**src/rtl/series_seq_ctrl_if.sv**
```systemverilog
// series_seq_ctrl_if: handshake bundle between the series sequencer and its div/mul/add datapath units.
// Revision 1.0
`default_nettype none

interface series_seq_ctrl_if #(
  parameter int CNT_W   = 5,
  parameter int NUM_MUL = 2
);
  logic               start;
  logic [CNT_W-1:0]   iter_n;
  logic               abort;
  logic               div_done;
  logic [NUM_MUL-1:0] mul_done;
  logic               load_en;
  logic               div_en;
  logic [NUM_MUL-1:0] mul_en;
  logic               add_en;
  logic [CNT_W-1:0]   iter;
  logic [3:0]         state;
  logic               busy;
  logic               done;
  logic               err;

  modport master (
    output start, iter_n, abort, div_done, mul_done,
    input  load_en, div_en, mul_en, add_en, iter, state, busy, done, err
  );

  modport slave (
    input  start, iter_n, abort, div_done, mul_done,
    output load_en, div_en, mul_en, add_en, iter, state, busy, done, err
  );
endinterface

`default_nettype wire

```
**src/rtl/series_seq_ctrl.sv**
```systemverilog
// series_seq_ctrl: iterative series controller (LOAD, DEC, DIV, NUM_MUL x MUL, ADD, CMP per term).
// Optional watchdog on DIV/MUL waits enabled by SERIES_SEQ_WATCHDOG_EN. Revision 1.0
`default_nettype none

module series_seq_ctrl #(
  parameter int CNT_W    = 5,
  parameter int NUM_MUL  = 2,
  parameter int WD_W     = 8,
  parameter int WD_LIMIT = 255
) (
  input  wire logic          clk,
  input  wire logic          rst_n,
  series_seq_ctrl_if.slave   bus
);

  localparam int c_MIDX_W = (NUM_MUL > 1) ? $clog2(NUM_MUL) : 1;
  localparam logic [c_MIDX_W-1:0] c_LAST_IDX = c_MIDX_W'(NUM_MUL - 1);

  localparam logic [3:0] c_S_IDLE = 4'd0;
  localparam logic [3:0] c_S_LOAD = 4'd1;
  localparam logic [3:0] c_S_DEC  = 4'd2;
  localparam logic [3:0] c_S_DIV  = 4'd3;
  localparam logic [3:0] c_S_MUL  = 4'd4;
  localparam logic [3:0] c_S_ADD  = 4'd5;
  localparam logic [3:0] c_S_CMP  = 4'd6;
  localparam logic [3:0] c_S_DONE = 4'd7;
`ifdef SERIES_SEQ_WATCHDOG_EN
  localparam logic [3:0] c_S_ERR  = 4'd8;
  localparam logic [WD_W-1:0] c_WD_LAST = WD_W'(WD_LIMIT - 1);
`endif

  if (NUM_MUL < 1 || NUM_MUL > 4) begin : g_bad_num_mul
    $error("series_seq_ctrl: NUM_MUL must be 1..4");
  end
  if (WD_LIMIT < 1 || WD_LIMIT >= (2 ** WD_W)) begin : g_bad_wd_limit
    $error("series_seq_ctrl: WD_LIMIT must be 1..2**WD_W-1");
  end

  logic [3:0]          r_state;
  logic [CNT_W-1:0]    r_iter;
  logic [c_MIDX_W-1:0] r_mul_idx;

  logic [3:0]          w_next_state;
  logic [CNT_W-1:0]    w_next_iter;
  logic [c_MIDX_W-1:0] w_next_mul_idx;
  logic                w_run_state;
  logic                w_wd_expired;

  logic                w_load_en;
  logic                w_div_en;
  logic [NUM_MUL-1:0]  w_mul_en;
  logic                w_add_en;
  logic                w_busy;
  logic                w_done;
  logic                w_err;

  assign w_run_state = (r_state >= c_S_LOAD) && (r_state <= c_S_CMP);

  always_ff @(posedge clk or negedge rst_n) begin
    if (!rst_n) begin
      r_state   <= c_S_IDLE;
      r_iter    <= '0;
      r_mul_idx <= '0;
    end else begin
      r_state   <= w_next_state;
      r_iter    <= w_next_iter;
      r_mul_idx <= w_next_mul_idx;
    end
  end

`ifdef SERIES_SEQ_WATCHDOG_EN
  logic [WD_W-1:0] r_wd;

  // Any state or stage change restarts the wait count, so each unit gets a full budget.
  always_ff @(posedge clk or negedge rst_n) begin
    if (!rst_n) begin
      r_wd <= '0;
    end else if ((w_next_state != r_state) || (w_next_mul_idx != r_mul_idx)) begin
      r_wd <= '0;
    end else if ((r_state == c_S_DIV) || (r_state == c_S_MUL)) begin
      r_wd <= r_wd + 1'b1;
    end
  end

  assign w_wd_expired = (r_wd == c_WD_LAST);
`else
  assign w_wd_expired = 1'b0;
`endif

  always_comb begin
    w_next_state   = r_state;
    w_next_iter    = r_iter;
    w_next_mul_idx = r_mul_idx;
    case (r_state)
      c_S_IDLE: begin
        if (bus.start) begin
          w_next_state = c_S_LOAD;
          w_next_iter  = bus.iter_n;
        end
      end
      c_S_LOAD: w_next_state = c_S_DEC;
      c_S_DEC: begin
        if (r_iter == '0) begin
          w_next_state = c_S_DONE;
        end else begin
          w_next_iter  = r_iter - 1'b1;
          w_next_state = c_S_DIV;
        end
      end
      c_S_DIV: begin
        if (bus.div_done) begin
          w_next_state   = c_S_MUL;
          w_next_mul_idx = '0;
        end else if (w_wd_expired) begin
`ifdef SERIES_SEQ_WATCHDOG_EN
          w_next_state = c_S_ERR;
`endif
        end
      end
      c_S_MUL: begin
        if (bus.mul_done[r_mul_idx]) begin
          if (r_mul_idx == c_LAST_IDX) begin
            w_next_state = c_S_ADD;
          end else begin
            w_next_mul_idx = r_mul_idx + 1'b1;
          end
        end else if (w_wd_expired) begin
`ifdef SERIES_SEQ_WATCHDOG_EN
          w_next_state = c_S_ERR;
`endif
        end
      end
      c_S_ADD:  w_next_state = c_S_CMP;
      c_S_CMP:  w_next_state = (r_iter != '0) ? c_S_DEC : c_S_DONE;
      c_S_DONE: w_next_state = c_S_IDLE;
`ifdef SERIES_SEQ_WATCHDOG_EN
      c_S_ERR: begin
        if (bus.abort) begin
          w_next_state = c_S_IDLE;
        end
      end
`endif
      default:  w_next_state = c_S_IDLE;
    endcase

    // Abort overrides any same-cycle done input and leaves the counter untouched.
    if (bus.abort && w_run_state) begin
      w_next_state   = c_S_IDLE;
      w_next_iter    = r_iter;
      w_next_mul_idx = '0;
    end
  end

  always_comb begin
    w_load_en = 1'b0;
    w_div_en  = 1'b0;
    w_mul_en  = '0;
    w_add_en  = 1'b0;
    w_done    = 1'b0;
    w_err     = 1'b0;
    w_busy    = w_run_state;
    case (r_state)
      c_S_LOAD: w_load_en = 1'b1;
      c_S_DIV:  w_div_en  = 1'b1;
      c_S_MUL:  w_mul_en  = NUM_MUL'(1) << r_mul_idx;
      c_S_ADD:  w_add_en  = 1'b1;
      c_S_DONE: w_done    = 1'b1;
`ifdef SERIES_SEQ_WATCHDOG_EN
      c_S_ERR:  w_err     = 1'b1;
`endif
      default:  ;
    endcase
  end

  assign bus.load_en = w_load_en;
  assign bus.div_en  = w_div_en;
  assign bus.mul_en  = w_mul_en;
  assign bus.add_en  = w_add_en;
  assign bus.busy    = w_busy;
  assign bus.done    = w_done;
  assign bus.err     = w_err;
  assign bus.state   = r_state;
  assign bus.iter    = r_iter;

endmodule

`default_nettype wire

```
**src/flat_wrapper.sv**
```systemverilog
// flat-port wrapper written by rule: the top's interface ports become plain ports
module series_seq_ctrl_flat 
#(
  parameter int CNT_W    = 5,
  parameter int NUM_MUL  = 2,
  parameter int WD_W     = 8,
  parameter int WD_LIMIT = 255
)
  (clk, rst_n, bus_start, bus_iter_n, bus_abort, bus_div_done, bus_mul_done, bus_load_en, bus_div_en, bus_mul_en, bus_add_en, bus_iter, bus_state, bus_busy, bus_done, bus_err);
  series_seq_ctrl_if #(.CNT_W(CNT_W), .NUM_MUL(NUM_MUL)) bus_i ();
  input  wire logic clk;
  input  wire logic rst_n;
  input wire logic [$bits(bus_i.start)-1:0] bus_start;
  input wire logic [$bits(bus_i.iter_n)-1:0] bus_iter_n;
  input wire logic [$bits(bus_i.abort)-1:0] bus_abort;
  input wire logic [$bits(bus_i.div_done)-1:0] bus_div_done;
  input wire logic [$bits(bus_i.mul_done)-1:0] bus_mul_done;
  output wire logic [$bits(bus_i.load_en)-1:0] bus_load_en;
  output wire logic [$bits(bus_i.div_en)-1:0] bus_div_en;
  output wire logic [$bits(bus_i.mul_en)-1:0] bus_mul_en;
  output wire logic [$bits(bus_i.add_en)-1:0] bus_add_en;
  output wire logic [$bits(bus_i.iter)-1:0] bus_iter;
  output wire logic [$bits(bus_i.state)-1:0] bus_state;
  output wire logic [$bits(bus_i.busy)-1:0] bus_busy;
  output wire logic [$bits(bus_i.done)-1:0] bus_done;
  output wire logic [$bits(bus_i.err)-1:0] bus_err;
  assign bus_i.start = bus_start;
  assign bus_i.iter_n = bus_iter_n;
  assign bus_i.abort = bus_abort;
  assign bus_i.div_done = bus_div_done;
  assign bus_i.mul_done = bus_mul_done;
  assign bus_load_en = bus_i.load_en;
  assign bus_div_en = bus_i.div_en;
  assign bus_mul_en = bus_i.mul_en;
  assign bus_add_en = bus_i.add_en;
  assign bus_iter = bus_i.iter;
  assign bus_state = bus_i.state;
  assign bus_busy = bus_i.busy;
  assign bus_done = bus_i.done;
  assign bus_err = bus_i.err;
  series_seq_ctrl #(.CNT_W(CNT_W), .NUM_MUL(NUM_MUL), .WD_W(WD_W), .WD_LIMIT(WD_LIMIT)) u_core (.clk(clk), .rst_n(rst_n), .bus(bus_i));
endmodule
```
**config.mk**
```make
export PLATFORM = sky130hd
export DESIGN_NAME = series_seq_ctrl_flat
export DESIGN_NICKNAME = d
export VERILOG_FILES = /design/src/rtl/series_seq_ctrl_if.sv /design/src/rtl/series_seq_ctrl.sv /design/src/flat_wrapper.sv
export SDC_FILE = /design/constraint.sdc
export NUM_CORES = 1
export LEC_CHECK = 0
export ABC_AREA = 1
export BUFFER_PORTS_ARGS = -buffer_cell sky130_fd_sc_hd__buf_2
export CORE_MARGIN = 2
export CORE_UTILIZATION = 50
export DETAILED_ROUTE_END_ITERATION = 7
export PLACE_DENSITY = 0.82
export SYNTH_ARGS = -nofsm -noshare
export SYNTH_HDL_FRONTEND = slang
export SYNTH_SLANG_ARGS = --single-unit
```
**constraint.sdc**
```tcl
create_clock -name clk -period 2.8 [get_ports clk]
set_input_delay 0.14 -clock clk [delete_from_list [all_inputs] [get_ports clk]]
set_output_delay 0.14 -clock clk [all_outputs]
set_load 0.02 [all_outputs]
```
==> After elaboration in Yosys (flattened, before gate mapping) <==
Cells that the tools add are included.
{ "classes": {"n_addsub": 2, "n_lt_le_gt_ge": 3, "n_eq_ne": 13, "n_shift": 1, "n_mux": 23, "bitwise": 1, "n_reduce_logical": 10} }
{ "op_table": {"columns": ["cell", "count"], "rows": [
  ["one-hot mux 4 bit (7 select lines)", 1],
  ["two-way mux 4 bit", 5],
  ["== test 4 x 3 -> 1 bit (second input constant)", 4],
  ["two-way mux 1 bit", 10],
  ["two-way mux 5 bit", 2],
  ["one-hot mux 5 bit (2 select lines)", 1],
  ["== test 4 x 2 -> 1 bit (second input constant)", 2],
  ["AND reduction 4 bit", 2],
  ["two-way mux 3 bit", 2],
  ["!= test 3 x 1 -> 1 bit (second input constant)", 2],
  ["!= test 3 x 2 -> 1 bit (second input constant)", 2],
  ["logical NOT 5 bit", 1],
  ["nonzero test 5 bit", 1],
  ["subtractor 5 x 1 -> 5 bit (second input constant)", 1],
  ["== test 4 x 1 -> 1 bit (second input constant)", 1],
  ["greater-or-equal comparator 4 x 1 -> 1 bit (second input constant)", 1],
  ["<= comparator 4 x 3 -> 1 bit (second input constant)", 1],
  ["logical NOT 4 bit", 1],
  ["!= test 2 bit (second input constant)", 2],
  ["AND reduction 3 bit", 1],
  ["nonzero test 3 bit", 1],
  ["logical AND 1 bit", 2],
  ["< comparator 1 x 2 -> 1 bit (second input constant)", 1],
  ["two-way mux 2 bit", 1],
  ["5 further kinds", 5]
]} }
{ "word_totals": {"register_bits": 10, "output_inout_bits": 17, "wordCells": 56} }

==> Logic depth before layout (Yosys ltp) <==
{ "logic_depth": {"depth_word": 5, "mapped_depth": 9, "mapped_depth_nobuf": 9} }

==> Worst setup path before layout <==
OpenSTA, ideal clock, no wires.
{ "synth_timing": {"path_kind": "flip-flop to flip-flop", "from": "reg u_core.r_state[2] (netlist: u_core.bus.state[2])", "to": "reg u_core.r_state[0] (netlist: u_core.bus.state[0])", "setup_ns": 0.117, "arrival_time_ns": 1.281, "slack_ns": 1.402, "stages_incl_launch_ff": 9, "path_buffers": 1, "path_cell_list": "dfrtp_1 -> buf_2 -> nand3_1 -> nand3_4 -> nand2_4 -> nand2_1 -> nor2_2 -> nand2_1 -> nand2_1"} }
{ "synth_between": {"elab_chain_len": 5, "word_cells_on_any_way": 18, "classes_between": "2 x order compare; 10 x eq/ne; 2 x mux; 4 x reduce/logical"} }
{ "synth_rtl": {"columns": ["element", "line_no", "rtl"], "rows": [
  ["from (decl)", "series_seq_ctrl.sv:39", "logic [3:0] r_state;"],
  ["from (signal assigned)", "series_seq_ctrl.sv:61", "r_state <= c_S_IDLE;"],
  ["from (signal assigned)", "series_seq_ctrl.sv:65", "r_state <= w_next_state;"],
  ["greater-or-equal comparator 4 x 1 -> 1 bit or <= comparator 4 x 3 -> 1 bit (tied branches)", "series_seq_ctrl.sv:57", "assign w_run_state = (r_state >= c_S_LOAD) && (r_state <= c_S_CMP);"],
  ["logical AND 1 bit", "series_seq_ctrl.sv:57", null],
  ["logical AND 1 bit", "series_seq_ctrl.sv:147", "if (bus.abort && w_run_state) begin"],
  ["!= test 3 x 1 -> 1 bit (no source line) or != test 3 x 2 -> 1 bit (tied branches)", null, null],
  ["AND reduction 4 bit (no source line)", null, null]
]} }
Parallel ways exist; a longest one is shown, timed or not.
A chain may end at the register's enable or synchronous reset.

==> Worst setup path in the final report <==
{ "layout_timing": {"from": "reg u_core.r_state[2] (netlist: u_core.bus.state[2])", "to": "out bus_busy"} }
{ "layout_between": {"elab_chain_len": 2, "word_cells_on_any_way": 3, "classes_between": "2 x order compare; 1 x reduce/logical"} }
{ "layout_rtl": {"columns": ["element", "line_no", "rtl"], "rows": [
  ["greater-or-equal comparator 4 x 1 -> 1 bit or <= comparator 4 x 3 -> 1 bit (tied branches)", "series_seq_ctrl.sv:57", null],
  ["logical AND 1 bit (*)", "series_seq_ctrl.sv:57", null],
  ["to (decl)", "flat_wrapper.sv:24", "output wire logic [$bits(bus_i.busy)-1:0] bus_busy;"]
]} }
Every way passes the cells marked *; elsewhere a longest branch is shown, timed or not.

==> impl_metrics.ini <==
[outcome]
status = finished clean

[pwr]
intPower_uw = 470
p_switching_uw = 568
ir_worst_vdd_mv = 0.684
combPwrFrac_pct = 63.9
clkPwrFrac_pct = 10.3
power.static_leakage_uw = 0.000596
p_seq_share_pct = 25.9
netSwitchingFraction_pct = 54.7
powerDensity_mw_per_mm2 = 1140

[floorplan]
dieArea_sq_mm = 0.00181
core_sq_mm = 0.00135
die_y_um = 42.6
ioPinCount = 29
fp.dieW_um = 42.6
rows = 13
start_util_pct = 55.1

[timing]
skew_ns = 0.00948
setup_tns_ns = 0
drv_slew = 0
fmax_mhz = 657
holdWs_ns = 0.123
rsz0062_at_grt = false
period_needed_ns = 1.52
finalSetupViolations = 0
hold_violations = 0
min_period_over_period_pct = 54.4

[clocking]
cts_setup_buffers = 0
cts_buffer_depth = 2
cts_resized = 0
cts.sink_count = 9
clk_pin_slew_ns = 0.07
htreeDepth = 1
cts_root_buffer = clkbuf_4
cts_buffers = 3
cts_tree = built
clock_latency_ns = 0.27

[synth]
synth_top_cell_area_share_pct = 30.3
synth.distinct_cells = 22
yosysSeqAreaShare_pct = 30.3
syn_avg_cell_area_sq_um = 6.30
synth_area_sq_um = 743
synth_seq_cells = 9
synth.area.top_cells = dfrtp_1, nand2_1, inv_1, nand3_1, nor2_1
yosys_warnings = 0
yosysTopAreaCell = dfrtp_1
syn_inst = 118

[setup_path]
path_max_fanout = 11
setup.worst_path.start_class = register
arrival_ns = 1.38
path_cells = nand3_1 > nand2_1 > inv_1 > buf_2
end_kind = primary output
crit_slowest_cell = dfrtp_1
worstSetupPathType = register to primary output
crit_required_ns = 2.66
slowest_delay_ns = 0.57

[min_path]
hold_class = primary input to register

[final_layout]
finish.utilization_pct = 67.6
drive_gt1_share_pct = 29.3
design_area_sq_um = 912
nNetsFinal = 161
area_growth_pct = 22.7
multi_input_area_sq_um = 423
final_common_cell = nand2_1
regArea_sq_um = 225
fill_cells = 125
diodes = 0
mostFrequentLayoutCells = nand2_1, buf_2, inv_1

[placed_design]
dp_hpwl_um = 1360
port_buffers = 26
placed_cell_area_sq_um = 876
place_congestion = 0.853

[drt]
drc = 0
dr.pass1.iters = 4
drt-total-wl_um = 1770
ant_nets = 0
wire_per_inst_um = 10.9
viasPerCell = 5.07
first_iter_violations = 33
via_count = 821

[global_routing]
grt_usage_pct = 21.8
grt_pass1_wl_um = 2950
grt_pass1_vias = 713
grt_start_max_net_pins = 12
antenna_found_initial = 0
grt-ovfl-total = 0

[job]
cap_violations = 0
## layout make-up
cell class	instances	share of cell area (%)
clock buffers	4	2.88
flip-flops and latches	9	24.7
multi-input cells	86	46.4
well taps	15	2.06
repair buffers	27	15.4
inverters	21	8.64
## kinds of logic (layout without fill, tap and decap cells)
logic type | count (synthesis) | after routing | synth area share [%]
other | 1 | 2 | 0.505
adder cells (fa/ha/maj) | 1 | 1 | 1.68
XOR/XNOR | 1 | 1 | 1.18
AO/OA/AOI/OAI | 9 | 9 | 6.40
AND/OR/NAND/NOR | 73 | 73 | 46.6
flip-flops | 9 | 9 | 30.3
buffers and inverters | 24 | 52 | 13.3
## path summary, 6_finish.rpt
path / from / endpoint / slack (ns) / cells after the start
worst max-delay path: u_core.bus.state[2] / bus_busy / 1.28 / 4
worst min-delay path: bus_iter_n[4] / u_core.bus.iter[4] / 0.12 / 3
worst max register to register: u_core.bus.state[2] / u_core.bus.state[2] / 1.36 / 7
worst min register to register: u_core.r_mul_idx / u_core.r_mul_idx / 0.47 / 2
max in group asynchronous: rst_n / u_core.bus.state[0] / 2.34 / 2
min in group asynchronous: rst_n / u_core.bus.iter[0] / 0.27 / 2
## synth_stat cells (all sizes together)
library cell,count
dfrtp,9
buf,3
inv,21
conb,1
o21ai,7
xnor2,1
nand4,3
a21oi,1
nor2,15
ha,1
nand2,41
nand3b,1
o21bai,1
nand3,12
nor3,1
## power groups by stage
stage	Combinational (uW)	Clock (uW)	Sequential, uW
after floorplan	446	0	313
after global placement	644	0	265
after detailed placement	657	0	270
after CTS	666	109	267
after global routing	747	113	280
final	663	106	269
## registers in the layout, summed over array words and instances, names as in the netlist
register / cells
u_core.bus.iter: 5
u_core.bus.state: 3
u_core.r_mul_idx: 1
## stage by stage
step                      worst slack (ns)  total power [uW]  cells
after floorplan                       1.40               759    119
after global placement                1.38               909    157
after detailed placement              1.35               928    157
after CTS                             1.25              1040    162
after global routing                  1.14              1140    162
final                                 1.28              1040    162
## routing by layer
metal	vias to the layer above	GRT usage, %	wire (um)
met5	-	0	0
met2	32	35.1	851
met4	0	10.0	28
met3	5	5.60	127
met1	363	27.1	757
li1	421	-	-
## worst max-delay path, delay by kind of cell (launching register included)
kind | cells | cell delay, ns
flip-flops | 1 | 0.57
AND/OR/NAND/NOR | 2 | 0.36
buffers and inverters | 2 | 0.19
## timing repair
item                       CTS  global route
setup endpoints to repair    0             0
hold buffers                 1             0
hold endpoints to repair     9             0
(Power assumes the default switching activity.)
